===== src/rtl/t01_screen_pkg.sv =====
// Shared screen-sequencer types: screen states, colour constants and default frame timings.
package t01_screen_pkg;

  typedef enum logic [1:0] {
    TITLE     = 2'd0,
    COUNTDOWN = 2'd1,
    GAME      = 2'd2,
    OVER      = 2'd3
  } screen_t;

  localparam logic [2:0] BLACK = 3'b000;
  localparam logic [2:0] WHITE = 3'b111;
  localparam logic [2:0] RED   = 3'b100;

  localparam int DEF_COUNT_FRAMES = 60;
  localparam int DEF_HOLD_FRAMES  = 120;
  localparam int DEF_BLINK_LOG2   = 5;

endpackage


===== src/rtl/t01_frame_timer.sv =====
// 8-bit per-state frame counter: synchronous clear, frame-tick enable, optional saturation.
module t01_frame_timer (
  input  logic       clk,
  input  logic       rst,
  input  logic       clr,
  input  logic       tick,
  input  logic       sat_en,
  input  logic [7:0] sat_val,
  output logic [7:0] count
);

  // Clear beats the tick so a transition never counts the frame it happens on.
  always_ff @(posedge clk or negedge rst) begin
    if (!rst) begin
      count <= 8'd0;
    end else if (clr) begin
      count <= 8'd0;
    end else if (tick && !(sat_en && (count >= sat_val))) begin
      count <= count + 8'd1;
    end
  end

endmodule


===== src/rtl/t01_screen_sequencer.sv =====
// Screen controller: title/countdown/play/game-over sequencing and VGA colour selection.
module t01_screen_sequencer
  import t01_screen_pkg::*;
#(
  parameter int COUNT_FRAMES = DEF_COUNT_FRAMES,
  parameter int HOLD_FRAMES  = DEF_HOLD_FRAMES,
  parameter int BLINK_LOG2   = DEF_BLINK_LOG2
) (
  input  logic       clk,
  input  logic       rst,
  input  logic       frame_tick,
  input  logic       start_btn,
  input  logic       game_over,
  input  logic [2:0] title_color,
  input  logic [2:0] game_color,
  input  logic [2:0] over_color,
  output logic [2:0] shape_color,
  output logic [1:0] mode,
  output logic       game_en,
  output logic [1:0] countdown,
  output logic       blink_on
);

  localparam logic [7:0] CD_ONE  = 8'(COUNT_FRAMES);
  localparam logic [7:0] CD_TWO  = 8'(2 * COUNT_FRAMES);
  localparam logic [7:0] CD_LAST = 8'(3 * COUNT_FRAMES - 1);
  localparam logic [7:0] HOLD    = 8'(HOLD_FRAMES);

  screen_t               state;
  logic [7:0]            cnt;
  logic [BLINK_LOG2:0]   blink_cnt;
  logic                  go_countdown, go_game, go_over, go_title;
  logic [2:0]            pix_sel;

  assign go_countdown = (state == TITLE) && start_btn;
  assign go_game      = (state == COUNTDOWN) && frame_tick && (cnt == CD_LAST);
  assign go_over      = (state == GAME) && game_over;
  assign go_title     = (state == OVER) && start_btn && (cnt >= HOLD);

  t01_frame_timer u_timer (
    .clk     (clk),
    .rst     (rst),
    .clr     (go_countdown | go_game | go_over | go_title),
    .tick    (frame_tick && ((state == COUNTDOWN) || (state == OVER))),
    .sat_en  (state == OVER),
    .sat_val (HOLD),
    .count   (cnt)
  );

  // Transparent game-over text lets the frozen playfield show through.
  always_comb begin
    pix_sel = game_color;
    case (state)
      TITLE:   pix_sel = title_color;
      OVER:    pix_sel = (over_color != BLACK) ? over_color : game_color;
      default: pix_sel = game_color;
    endcase
  end

  always_ff @(posedge clk or negedge rst) begin
    if (!rst) begin
      state       <= TITLE;
      shape_color <= BLACK;
    end else begin
      shape_color <= pix_sel;
      case (state)
        TITLE:     if (go_countdown) state <= COUNTDOWN;
        COUNTDOWN: if (go_game)      state <= GAME;
        GAME:      if (go_over)      state <= OVER;
        OVER:      if (go_title)     state <= TITLE;
        default:                     state <= TITLE;
      endcase
    end
  end

  always_ff @(posedge clk or negedge rst) begin
    if (!rst) begin
      blink_cnt <= '0;
    end else if (frame_tick) begin
      blink_cnt <= blink_cnt + {{BLINK_LOG2{1'b0}}, 1'b1};
    end
  end

  always_comb begin
    countdown = 2'd0;
    if (state == COUNTDOWN) begin
      if (cnt < CD_ONE)      countdown = 2'd3;
      else if (cnt < CD_TWO) countdown = 2'd2;
      else                   countdown = 2'd1;
    end
  end

  assign mode     = state;
  assign game_en  = (state == GAME);
  assign blink_on = blink_cnt[BLINK_LOG2];

endmodule


===== config.mk =====
export PLATFORM = sky130hd
export DESIGN_NAME = t01_screen_sequencer
export DESIGN_NICKNAME = d
export VERILOG_FILES = /design/src/rtl/t01_screen_pkg.sv /design/src/rtl/t01_frame_timer.sv /design/src/rtl/t01_screen_sequencer.sv
export SDC_FILE = /design/constraint.sdc
export NUM_CORES = 1
export LEC_CHECK = 0
export CAP_MARGIN = 20
export CORE_ASPECT_RATIO = 1.2
export CORE_UTILIZATION = 30
export DETAILED_ROUTE_END_ITERATION = 7
export GPL_TIMING_DRIVEN = 0
export PLACE_DENSITY_LB_ADDON = 0.25
export SLEW_MARGIN = 20
export SYNTH_ARGS = -nofsm -noshare
export SYNTH_HDL_FRONTEND = slang
export SYNTH_SLANG_ARGS = --single-unit

===== constraint.sdc =====
create_clock -name clk -period 3.34 [get_ports clk]
set_clock_uncertainty 0.2 [all_clocks]
set_input_delay 0.835 -clock clk [delete_from_list [all_inputs] [get_ports clk]]
set_output_delay 0.835 -clock clk [all_outputs]
set_load 0.03 [all_outputs]

After elaboration in Yosys (flattened, before gate mapping) --
Cells that the tools add are included.
Storage, ports and cells: flip-flop bits (word level) 19, input bits 14
Cells by class: $add $sub $neg 2, magnitude comparators 3, eq/ne operators 8, muxes and demuxes 12, bitwise logic cells 3, reductions and logical operators 15
Operators by type and width (number):
- 2-to-1 mux 8 bit | 2
- 2-to-1 mux 2 bit | 7
- logical AND 1 bit | 9
- adder 8 x 1 -> 8 bit, second input constant | 1
- equality test 8 bit, second input constant | 1
- greater-or-equal comparator 8 x 7 -> 1 bit, second input constant | 1
- < comparator 8 x 6 -> 1 bit, second input constant | 1
- < comparator 8 x 7 -> 1 bit, second input constant | 1
- one-hot mux 2 bit (4 select lines) | 1
- adder 6 x 1 -> 6 bit, second input constant | 1
- != test 2 bit, second input constant | 3
- one-hot mux 3 bit (2 select lines) | 1
- equality test 2 bit, second input constant | 2
- AND reduction 4 bit | 1
- 2-to-1 mux 3 bit | 1
- OR 1 bit | 3
- nonzero test 3 bit | 1
- equality test 2 x 1 -> 1 bit, second input constant | 1
- logical NOT 2 bit | 1
- != test 2 x 1 -> 1 bit, second input constant | 1
- nonzero test 2 bit | 1
- logical NOT 1 bit | 1
- logical OR 1 bit | 1

Logic depth before layout (Yosys ltp) --
word-level depth 7, gate-level depth with buffers 7, depth with buffers taken out 6

Hierarchy --
From an unflattened synthesis, not the netlist that was laid out.
Unflattened totals: cells, all modules 136, area total of the unflattened synthesis 1275.0 um2
Modules (own cells, without submodules):
- t01_screen_sequencer | times used 1, cells each 67, area each 669.4 um2, seq. area each 275.3 um2
- t01_frame_timer | times used 1, cells each 69, area each 605.6 um2, seq. area each 200.2 um2

Least setup slack after synthesis --
No wires, ideal clock.
kind register -> output, from register state[1], in the netlist mode[1], to output countdown[0], arrival 1271 ps, required time 2305 ps, slack 1034 ps, stages on the path, launching flop included 5, path buffers 0, path through dfrtp_1 > inv_1 > ha_1 > inv_1 > nor2_1
On the way: longest elaborated chain between the ends 2
Ends and longest elaborated chain:
- from (decl) | RTL line t01_screen_sequencer.sv:29 | screen_t state;
- from (signal assigned) | RTL line t01_screen_sequencer.sv:62 | state <= TITLE;
- from (signal assigned) | RTL line t01_screen_sequencer.sv:67 | TITLE: if (go_countdown) state <= COUNTDOWN;
- from (signal assigned) | RTL line t01_screen_sequencer.sv:68 | COUNTDOWN: if (go_game) state <= GAME;
- equality test 2 x 1 -> 1 bit | RTL line t01_screen_sequencer.sv:86 | if (state == COUNTDOWN) begin
- 2-to-1 mux 2 bit | RTL line t01_screen_sequencer.sv:86
- to (decl) | RTL line t01_screen_sequencer.sv:20 | output logic [1:0] countdown,
Every way passes these cells.

Final worst setup path --
from register u_timer.count[4], to output countdown[0]
On the way: longest elaborated chain between the ends 4
Ends and longest elaborated chain:
- from (decl) | RTL line t01_frame_timer.sv:9 | output logic [7:0] count
- from (signal assigned) | RTL line t01_frame_timer.sv:19 | count <= count + 8'd1;
- < comparator 8 x 7 -> 1 bit | RTL line t01_screen_sequencer.sv:88 | else if (cnt < CD_TWO) countdown = 2'd2;
- 2-to-1 mux 2 bit | RTL line t01_screen_sequencer.sv:88
- 2-to-1 mux 2 bit * | RTL line t01_screen_sequencer.sv:87 | if (cnt < CD_ONE) countdown = 2'd3;
- 2-to-1 mux 2 bit * | RTL line t01_screen_sequencer.sv:86
Mark *: on every way between the ends. The rest lies on a longest branch, timed or not.

==> impl_metrics.yaml <==
global_route:
  grt_pass1_vias: 916
  grt_util_met3: 0.0345
  grt_max_degree: 20
  grt_pass1_wl_um: 3940
  grt_usage: 0.131
  top_usage_layer: "met2"
  met2_usage: 0.222
  use_met1: 0.165
  antenna_found_initial: 0
  grt_overflow: 0
drt:
  via_per_inst: 5.30
  via_count: 911
  drt_wl_total_um: 2300
  firstDrtPassIters: 6
  drtIter0Drc: 31
  drc: 2
  wl_per_cell_um: 13.4
  final_antenna_net_count: 0
die:
  core_area_um2: 3400
  start_util: 0.318
  dieWidth_um: 56.8
  dieArea_um2: 3840
  io-pin-count: 23
  die_h_um: 67.7
  fp-row-count: 23
run:
  cap_violations: 0
sta:
  period_minus_slack_ps: 2940
  maxSlewViolCount: 0
  setup_violations: 0
  rsz0062_at_grt: "no"
  fmax_ghz: 0.341
  post-route-period-util: 0.879
  setup_tns_ps: 0
  worst_pin_slew_ps: 872
  hold_viol: 0
  slew_headroom: 0.417
  worst_slack_ps: 404
clock_network:
  insertion_delay_ps: 260
  cts_resized: 0
  cts-hold-fix-buffers: 0
  post-cts-setup-buffer-count: 0
  cts_max_level: 1
  root_buffer: "clkbuf_8"
  cts_tree: "yes"
  cts_made_buffers: 3
  clock-sinks: 19
  clk_path_buf_depth: 2
  clk_pin_slew_worst_paths_ps: 70
worst_setup_path:
  crit_top_cell: "nor2_1"
  worst_path_max_delay_cell: "clkdlybuf4s50_1"
  rr_worst_depth: 6
  rrSetupSlack_ps: 1310
  required_ps: 2300
  max_stage_delay_ps: 670
  worstPathMaxFanout: 7
  path_cells: "and4_2 > nor2_1 > nor2_1 > nor2_1 > clkdlybuf4s50_1"
  critPathKind: "reg2out"
  worstReg2RegStart: "mode[0]"
  cp.arrival_ps: 1900
  worstReg2RegEnd: "u_timer.count[4]"
  critPathCaptureType: "output port"
  cp-start-kind: "register"
min_path:
  hold_end: "blink_cnt[5]"
  hold_class: "reg2reg"
  min_from: "blink_cnt[5]"
  min_path_cells: 1
synth:
  syn-mean-instance-area_um2: 9.82
  syn_area_um2: 1080
  synth_seq_cells: 19
  yosysWarnings: 0
  yosysMostFrequentCell: "dfrtp_1"
  ys_seq_area_frac: 0.440
  syn-num-nets: 131
  synthFlopType: "dfrtp_1"
  synth.top_cell.area_share: 0.440
  synth_edf_count: 0
  synth.area.top_cells: "dfrtp_1 (44%), ha_1 (8.1%), o21ai_0 (3.7%), inv_1 (3.5%), a21oi_1 (3.2%)"
  async_flop_share: 1.00
  synth_cells: 110
  ys_types: 33
  synth_common_cells: "dfrtp_1 (19), inv_1 (10), nand2_1 (9)"
  yosysTopAreaCell: "dfrtp_1"
place:
  dp_hpwl_um: 1670
  place.gp.congestion: 0.756
  post-place-ws_ps: 717
  port_buffers: 21
  dpl_cell_area_um2: 1340
layout:
  antenna_cells: 0
  final_nets: 157
  layout-drive-gt1-share: 0.111
  area_delta_synth_final_pct: 28.0
  finalInstanceArea_um2: 1380
pwr:
  cellPowerDensity_nw_per_um2: 532
  peakVddDrop_mv: 0.343
  p_leak_nw: 0.588
status:
  run_status: "finished, violations left"
  violations: "DRC"
[per-layer routing]
metal / share of wire / vias to the layer above
met5: 0 / -
met2: 0.48 / 14
met1: 0.47 / 441
met3: 0.033 / 6
met4: 0.013 / 0
li1: - / 450
[worst max-delay path, delay by kind of cell, from the launching register on]
kind / cells / cell delay (ps)
simple gates: 4 / 510
buf+inv: 1 / 670
flops: 1 / 460
[sequential cells by signal (all words and copies together), names as in the netlist]
name and flops:
shape_color 3, blink_cnt 6, u_timer.count 8, mode 2
[logic make-up after synthesis]
| kind of cell | after synthesis | share of synthesized area |
|---|---|---|
| multiplexers | 2 | 0.0209 |
| AO/OA/AOI/OAI | 31 | 0.190 |
| adder cells (fa/ha/maj) | 7 | 0.0811 |
| AND/OR/NAND/NOR | 34 | 0.178 |
| XOR/XNOR | 5 | 0.0406 |
| buffers and inverters | 12 | 0.0487 |
| flip-flops | 19 | 0.440 |
[power by group]
part	internal, W	switching, W
combinational	0.000103	0.0000913
sequential	0.000300	0.0000807
clock	0.0000830	0.0000785
total	0.000485	0.000250
[how the worst max path moves through the flow]
stage | from | endpoint | slack, ps | cells past startpoint
4_1_cts | u_timer.count[4] | countdown[0] | 400 | 5
3_5_place_dp | u_timer.count[4] | countdown[0] | 720 | 5
2_1_floorplan | mode[1] | countdown[0] | 1030 | 4
5_1_grt | u_timer.count[4] | countdown[0] | 300 | 5
3_3_place_gp | u_timer.count[4] | countdown[0] | 700 | 5
6_report | u_timer.count[4] | countdown[0] | 400 | 5
[final cells by class]
cell class | count | area (um2)
Timing Repair Buffer | 21 | 210
Fill cell | 343 | 2010
Sequential cell | 19 | 475
Buffer | 2 | 15.0
Tap cell | 37 | 46.3
Clock inverter | 1 | 5.00
Inverter | 10 | 37.5
Clock buffer | 3 | 41.3
Multi-Input combinational cell | 79 | 552
[metrics by stage]
step	hold slack (ps)	total power, W	std cells	util
3_5_place_dp	256	0.000576	168	0.394
3_3_place_gp	257	0.000568	168	0.394
2_1_floorplan	245	0.000498	110	-
6_report	266	0.000736	172	0.407
4_1_cts	270	0.000742	172	0.407
5_1_grt	288	0.000789	172	0.407
[cell usage in the layout (no fill, tap or decap), types with 3 or more instances in the layout]
| cell | instances |
|---|---|
| a22oi_1 | 4 |
| or3_2 | 4 |
| clkbuf_8 | 3 |
| nand2_1 | 9 |
| o21ai_0 | 8 |
| xnor2_1 | 3 |
| nor2_1 | 7 |
| dfrtp_1 | 19 |
| ha_1 | 7 |
| inv_1 | 10 |
| a21oi_1 | 7 |
| nand4_1 | 4 |
| clkdlybuf4s50_1 | 21 |
Power figures use the tool's default switching activity.
